File: config.mk
export PLATFORM = sky130hd
export DESIGN_NAME = hb_decim_fsm
export DESIGN_NICKNAME = d
export VERILOG_FILES = /design/src/rtl/hb_decim_fsm.sv
export SDC_FILE = /design/constraint.sdc
export NUM_CORES = 1
export LEC_CHECK = 0
export BUFFER_PORTS_ARGS = -buffer_cell sky130_fd_sc_hd__buf_2
export CAP_MARGIN = 20
export CORE_MARGIN = 4
export CORE_UTILIZATION = 41
export DETAILED_ROUTE_END_ITERATION = 7
export MAX_ROUTING_LAYER = met4
export PLACE_DENSITY = 0.56
export SYNTH_ARGS = -nofsm -noshare
export SYNTH_HDL_FRONTEND = slang
export SYNTH_SLANG_ARGS = --single-unit
File: constraint.sdc
create_clock -name CLKDIVC1 -period 9.15 [get_ports CLKDIVC1]
set_input_delay 0.4575 -clock CLKDIVC1 [delete_from_list [all_inputs] [get_ports CLKDIVC1]]
set_output_delay 0.4575 -clock CLKDIVC1 [all_outputs]
set_load 0.05 [all_outputs]
File: src/rtl/hb_decim_fsm.sv
// rtl/hb_decim_fsm.sv - 11-tap halfband decimate-by-2 FIR sharing one multiplier under FSM control
module hb_decim_fsm #(
    parameter int DW = 16,
    parameter int H0 = 331,
    parameter int H2 = -1904,
    parameter int H4 = 9765,
    parameter int HC = 16384
) (
    input  logic                 CLKDIVC1,
    input  logic                 RST,
    input  logic signed [DW-1:0] x_in,
    input  logic                 x_valid,
    output logic signed [DW-1:0] y_out,
    output logic                 y_valid,
    output logic                 busy,
    output logic                 overrun,
    output logic                 sat
);

    localparam int CW = 16;
    localparam int PW = DW + 1;
    localparam int MW = PW + CW;
    // Four products of MW bits need two guard bits on top.
    localparam int AW = (2*DW+3 > MW+2) ? 2*DW+3 : MW+2;

    localparam logic signed [AW-1:0] RND  = AW'(16384);
    localparam logic signed [AW-1:0] YMAX = (AW'(1) <<< (DW-1)) - AW'(1);
    localparam logic signed [AW-1:0] YMIN = -(AW'(1) <<< (DW-1));

    typedef enum logic [1:0] {IDLE, MAC, OUT} state_t;

    state_t                 state;
    state_t                 state_nxt;
    logic [1:0]             k;
    logic                   phase;
    logic signed [DW-1:0]   dl [0:10];
    logic signed [AW-1:0]   acc;

    logic                   accept;
    logic                   trigger;
    logic signed [DW-1:0]   op_a;
    logic signed [DW-1:0]   op_b;
    logic signed [CW-1:0]   coef;
    logic signed [PW-1:0]   pre;
    logic signed [MW-1:0]   prod;
    logic signed [AW-1:0]   prod_ext;
    logic signed [AW-1:0]   rsum;
    logic signed [AW-1:0]   rnd;
    logic signed [DW-1:0]   y_sat;
    logic                   clip;

    assign accept  = x_valid && (state == IDLE);
    assign trigger = accept && phase;
    assign busy    = (state != IDLE);

    always_ff @(posedge CLKDIVC1 or posedge RST) begin
        if (RST) begin
            state <= IDLE;
        end else begin
            state <= state_nxt;
        end
    end

    always_comb begin
        state_nxt = state;
        case (state)
            IDLE:    if (trigger) state_nxt = MAC;
            MAC:     if (k == 2'd3) state_nxt = OUT;
            OUT:     state_nxt = IDLE;
            default: state_nxt = IDLE;
        endcase
    end

    // Symmetric tap pairs are pre-added so each step needs a single multiply.
    always_comb begin
        op_a = dl[5];
        op_b = '0;
        coef = CW'(HC);
        case (k)
            2'd0: begin op_a = dl[0]; op_b = dl[10]; coef = CW'(H0); end
            2'd1: begin op_a = dl[2]; op_b = dl[8];  coef = CW'(H2); end
            2'd2: begin op_a = dl[4]; op_b = dl[6];  coef = CW'(H4); end
            default: begin op_a = dl[5]; op_b = '0;  coef = CW'(HC); end
        endcase
    end

    assign pre      = {op_a[DW-1], op_a} + {op_b[DW-1], op_b};
    assign prod     = pre * coef;
    assign prod_ext = AW'(prod);
    assign rsum     = acc + RND;
    assign rnd      = rsum >>> 15;

    always_comb begin
        y_sat = rnd[DW-1:0];
        clip  = 1'b0;
        if (rnd > YMAX) begin
            y_sat = YMAX[DW-1:0];
            clip  = 1'b1;
        end else if (rnd < YMIN) begin
            y_sat = YMIN[DW-1:0];
            clip  = 1'b1;
        end
    end

    always_ff @(posedge CLKDIVC1 or posedge RST) begin
        if (RST) begin
            phase   <= 1'b0;
            k       <= 2'd0;
            acc     <= '0;
            y_out   <= '0;
            y_valid <= 1'b0;
            sat     <= 1'b0;
            overrun <= 1'b0;
            for (int i = 0; i <= 10; i++) begin
                dl[i] <= '0;
            end
        end else begin
            y_valid <= 1'b0;
            sat     <= 1'b0;
            if (x_valid && (state != IDLE)) begin
                overrun <= 1'b1;
            end
            if (accept) begin
                for (int i = 10; i > 0; i--) begin
                    dl[i] <= dl[i-1];
                end
                dl[0] <= x_in;
                phase <= ~phase;
            end
            case (state)
                IDLE: begin
                    if (trigger) begin
                        acc <= '0;
                        k   <= 2'd0;
                    end
                end
                MAC: begin
                    acc <= acc + prod_ext;
                    k   <= k + 2'd1;
                end
                OUT: begin
                    y_out   <= y_sat;
                    y_valid <= 1'b1;
                    sat     <= clip;
                end
                default: ;
            endcase
        end
    end

endmodule

==> results.ini, run 1 <==
[timing]
tns_ns = 0
finalCritPeriodShare_pct = 96.1
drv_slew = 0
maxSlewHeadroom_pct = 31.9
hold_viol = 0
setup_viol = 0
skew_ns = 0.0112
worst_pin_slew_ns = 1.02
period_minus_slack_ns = 8.80
clock.fmax_mhz = 114
timing.hold.ws_ns = 0.00143

[worst_hold_path]
hp-class = in2async

[cells_and_area]
final_cell_mix = inv_1 (424), fa_1 (314), dfrtp_1 (234)
final_nets = 2556
final_common_cell = inv_1
drive_gt1_share_pct = 18.1
area_growth_pct = 12.1
diodes = 0

[synthesis]
synth_cells = 2028
syn_area_um2 = 21700
synth_warnings = 0
yosys.area.top_type = fa_1
synth_seq_cells = 235
async_flop_share_pct = 100
syn_avg_cell_area_um2 = 10.7
syn-num-nets = 2493
synth.top_cell.area_share_pct = 29.1
synth_ff_type = dfrtp_1
synth_edf_count = 0
yosysSeqAreaShare_pct = 27.1
netlist_top_cells_area = fa_1 (29%), dfrtp_1 (27%), mux2_2 (8.3%)
yosys.cell_types.count = 66

[critical_path]
cpMaxStageDelayCell = fa_1
end_kind = flip-flop
start_kind = flip-flop
cp_data_required_time_ns = 9.65
crit_family = adder cells
max_stage_delay_ns = 0.54
path_buf_inv = 10
cp.arrival_ns = 9.30
crit_path_max_fanout = 14
crit_type = reg2reg

[route]
vias = 14206
first_pass_iters = 6
drc = 0
ant_nets = 0
routed_wl_um = 49600
routed_via_density = 5.07
drt_iter0_drc = 867
wl_per_cell_um = 17.7

[global_route]
grt_remaining_overflow = 0
grt_pass1_wl_um = 82500
grt_max_degree = 196
antenna_found_initial = 0
grt_usage_pct = 18.5
grt_pass1_vias = 15280

[cts]
cts-root-buf = clkbuf_16
clk_path_buf_depth = 3
cts_htree_levels = 1
insertion_delay_ns = 0.57
cts_tree = built
cts_buffers = 27
hold_buffers = 0
clkSinkCount = 235
path_clk_slew_ns = 0.07

[placement]
portBuffers = 38
gp_congestion = 0.928
dp_hpwl_um = 39600

[status]
status = complete, no violations

[run]
max-cap-violations = 0

[die]
num_rows = 84
die-area_um2 = 56700
dieWidth_um = 238
start_util_pct = 41.3
dieHeight_um = 238
pin_count = 39
fp.coreArea_um2 = 52600

[metrics by stage]
step           area [um^2]  worst slack, ns  utilization, %  instances
4_1_cts              24100           0.0283            45.9       2792
3_3_place_gp         23000           0.0173            43.9       2740
5_1_grt              24300          -0.0441            46.3       2800
3_5_place_dp         23000           -0.142            43.9       2740
2_1_floorplan        21700           0.0665               -       2028
6_report             24300            0.354            46.3       2800
[per-layer routing]
layer	part of all wire (%)	GRT usage, %	wire length, um	vias up
met1	45	25.2	22300	7313
met3	3.7	2.24	1850	55
met4	1.7	3.36	866	0
li1	-	-	-	6636
met2	50	30.4	24600	202
met5	0	-	0	-
[final cells by class]
type,count,area [um^2]
Sequential cell,235,5880
Clock inverter,13,225
Timing Repair Buffer,103,766
Clock buffer,37,803
Inverter,431,1630
Multi-Input combinational cell,1293,14200
Tap cell,688,861
Fill cell,4896,28200
[final timing paths]
kind	startpoint	end	slack [ns]	depth (start not counted)
worst max-delay path	k[1]	acc[34]	0.35	36
worst min-delay path	RST	dl[107]	0.001	2
worst max register to register	k[1]	acc[34]	0.35	36
worst min register to register	overrun	overrun	0.48	1
max in group asynchronous	RST	k[1]	6.79	4
min in group CLKDIVC1	x_valid	overrun	0.11	2
[repair_timing]
item                       4_1_cts  5_1_grt
resized for setup               12       44
buffers inserted                 2        8
setup endpoints to repair       13       19
pin swaps                        3       11
[sequential cells by signal, summed over array words and instances (netlist names)]
name / flops
dl: 176
acc: 35
y_out: 16
k: 2
state: 2
overrun: 1
phase: 1
sat: 1
y_valid: 1
[synth_stat cells (3+ instances only)]
library cell and number:
a222oi_1 32, nor2b_1 20, nor3_1 28, nand4_1 9
a22o_1 7, a31oi_1 11, clkbuf_1 61, a21o_1 12
nor2_1 72, a211o_1 4, xnor2_1 44, a21oi_1 35
buf_2 3, o21a_1 8, dfrtp_1 235, o21ai_0 68
nand2_1 113, a211oi_1 20, o31ai_1 3, a221oi_1 3
nand2b_1 14, nand3_1 23, and3_1 7, o21bai_1 5
or3_1 3, nor3b_1 4, inv_1 430, mux2_2 160
nor4_1 3, and2_1 56, xor2_1 20, and4_1 4
o211ai_1 6, ha_1 130, mux2i_1 17, fa_1 316
[kinds of logic after synthesis]
kind of cell             after synthesis  synth area share, %
adder cells (fa/ha/maj)              446                 36.6
multiplexers                         177                 9.08
buffers and inverters                500                 8.72
XOR/XNOR                              64                 2.58
AND/OR/NAND/NOR                      370                 8.45
flip-flops                           235                 27.1
AO/OA/AOI/OAI                        236                 7.49
Power of run 1 is left out: the tool's default activity adds up to more than one toggle a clock period on the data nets, which glitch-free logic cannot reach.
==> inputs of run 2 (changes only) <==
- CORE_UTILIZATION: 41 -> 45
- CTS_BUF_LIST: unset -> sky130_fd_sc_hd__clkbuf_4 sky130_fd_sc_hd__clkbuf_8
- PLACE_DENSITY: 0.56 -> 0.61
==> run 2 against run 1 <==
Against the previous run:
- clock-buffer cell count grew 28
- first-iteration DRC count shrank 0.35%
- critical path depth shrank 2
- fmax fell by 0.41%
- critical endpoint unchanged
- largest cell class unchanged
==> results.ini, run 2 (synthesis gave the netlist of run 1 again) <==
[critical_path]
crit_family = adder cells
end_kind = flip-flop
r2r_start = k[0]
crit_type = reg2reg
cpMaxStageDelayCell = fa_1
crit_path_max_fanout = 7  ; -7
max_stage_delay_ns = 0.55  ; about the same
rrSetupSlack_ns = 0.32  ; -0.04 ns
start_kind = flip-flop
crit_start = k[0]
cp_data_required_time_ns = 9.70  ; +0.05 ns
cp.depth = 34  ; -5.6%
path_common_cell = fa_1
cp.arrival_ns = 9.38  ; +0.08 ns
r2r_cells = 34  ; -5.6%
path_buf_inv = 7  ; -3
rr_endpoint = acc[34]
crit_path_end = acc[34]

[die]
die-area_um2 = 51900  ; -8.6%
fp.coreArea_um2 = 47700  ; -9.1%
start_util_pct = 45.5  ; +4.2 points
pin_count = 39  ; unchanged
dieHeight_um = 228  ; -4.4%
dieWidth_um = 228  ; -4.4%
num_rows = 80  ; -4.8%

[timing]
clock.fmax_mhz = 113  ; -0.41%
finalCritPeriodShare_pct = 96.5  ; +0.39 points
setup_viol = 0  ; unchanged
hold_viol = 0  ; unchanged
worst_pin_slew_ns = 1.06  ; +0.0402 ns
skew_ns = 0.0464  ; +0.0352 ns
fin_ws_ns = 0.318  ; -0.0358 ns
drv_slew = 0  ; unchanged
period_minus_slack_ns = 8.83  ; +0.0358 ns
maxSlewHeadroom_pct = 29.3  ; -2.7 points
tns_ns = 0  ; unchanged

[cells_and_area]
area_growth_pct = 11.7
final_common_cell = inv_1
drive_gt1_share_pct = 18.9  ; +0.85 points
top_regs = dl x176, acc x35, y_out x16
fin_cells = 2756  ; -1.6%
final_cell_mix = inv_1 (424), fa_1 (315), dfrtp_1 (233)
postLayoutCoreUtil_pct = 50.8  ; +4.5 points
final_nets = 2570  ; +0.55%
largest_register = dl
largest_reg_flops = 176  ; unchanged

[placement]
place_ws_ns = -0.430  ; -0.289 ns
gp_congestion = 0.926  ; -0.24%
dpl.cell_count = 2656  ; -3.1%
dp_hpwl_um = 38600  ; -2.5%
portBuffers = 38  ; unchanged

[cts]
cts-root-buf = clkbuf_8
path_clk_slew_ns = 0.06  ; about the same
clkSinkCount = 235  ; unchanged
clk_path_buf_depth = 3  ; unchanged
cts_htree_levels = 2  ; +1
cts_tree = built
insertion_delay_ns = 0.63  ; +0.06 ns
cts_buffers = 43  ; +59%

[global_route]
grt_max_degree = 154  ; -21%
grt_usage_pct = 20.0  ; +1.5 points
grt_pass1_wl_um = 82000  ; -0.72%
grt_pass1_vias = 15579  ; +2.0%
grt_remaining_overflow = 0  ; unchanged
antenna_found_initial = 2  ; +2

[worst_hold_path]
hp-class = in2reg

[route]
routed_via_density = 5.28  ; +4.0%
drt_iter0_drc = 864  ; -0.35%
first_pass_iters = 7  ; +1
drc = 0  ; unchanged
wl_per_cell_um = 18.1  ; +1.9%
routed_wl_um = 49800  ; +0.30%
ant_nets = 0  ; unchanged
vias = 14539  ; +2.3%

[run]
max-cap-violations = 0  ; unchanged

[status]
status = complete, no violations

-- run 2: cell count changes in the layout (fill, tap and decap cells not counted), sizes merged --
cell	change
buf	-3
bufinv	-4
clkbuf	+28
clkinv	+5
clkinvlp	-1
diode	+2
dlygate4sd3	+1
inv	+1
-- run 2: per-stage QoR --
stage | hold slack (ns) | cell area, um^2
6_report | 0.0731 | 24300
5_1_grt | 0.0454 | 24300
4_1_cts | 0.0266 | 23900
3_5_place_dp | 0.447 | 22800
3_3_place_gp | 0.435 | 22800
2_1_floorplan | 0.456 | 21700
-- run 2: what timing repair did --
item / CTS / global route
hold buffers: 0 / 1
pin swaps: 4 / 19
setup buffers: 3 / 12
setup endpoints to repair: 16 / 19
endpoints found under the hold margin: 0 / 45
resized for setup: 20 / 37
-- run 2: worst min path at each step --
stage                 start      end  slack [ns]  cells after the start
detailed placement  overrun  overrun        0.45                      1
CTS                 x_in[9]  dl[169]        0.03                      2
floorplan           acc[10]  acc[10]        0.46                      2
global placement    overrun  overrun        0.44                      1
finish              x_in[9]  dl[169]        0.07                      2
global route        x_in[9]  dl[169]        0.05                      2
-- run 2: layout make-up --
class / count / area [um^2]
Fill cell: 4284 / 23500
Multi-Input combinational cell: 1293 / 14200
Sequential cell: 235 / 5880
Inverter: 431 / 1630
Clock buffer: 65 / 832
Timing Repair Buffer: 101 / 788
Tap cell: 615 / 769
Clock inverter: 14 / 119
Antenna cell: 2 / 5.00
-- run 2: routing by layer --
metal / GRT usage, % / up-vias / wire [um]
li1: - / 6676 / -
met1: 26.2 / 7462 / 21500
met2: 32.4 / 306 / 24400
met3: 3.06 / 95 / 2330
met4: 5.95 / 0 / 1550
met5: - / - / 0
Power of run 2 is left out for the same reason.
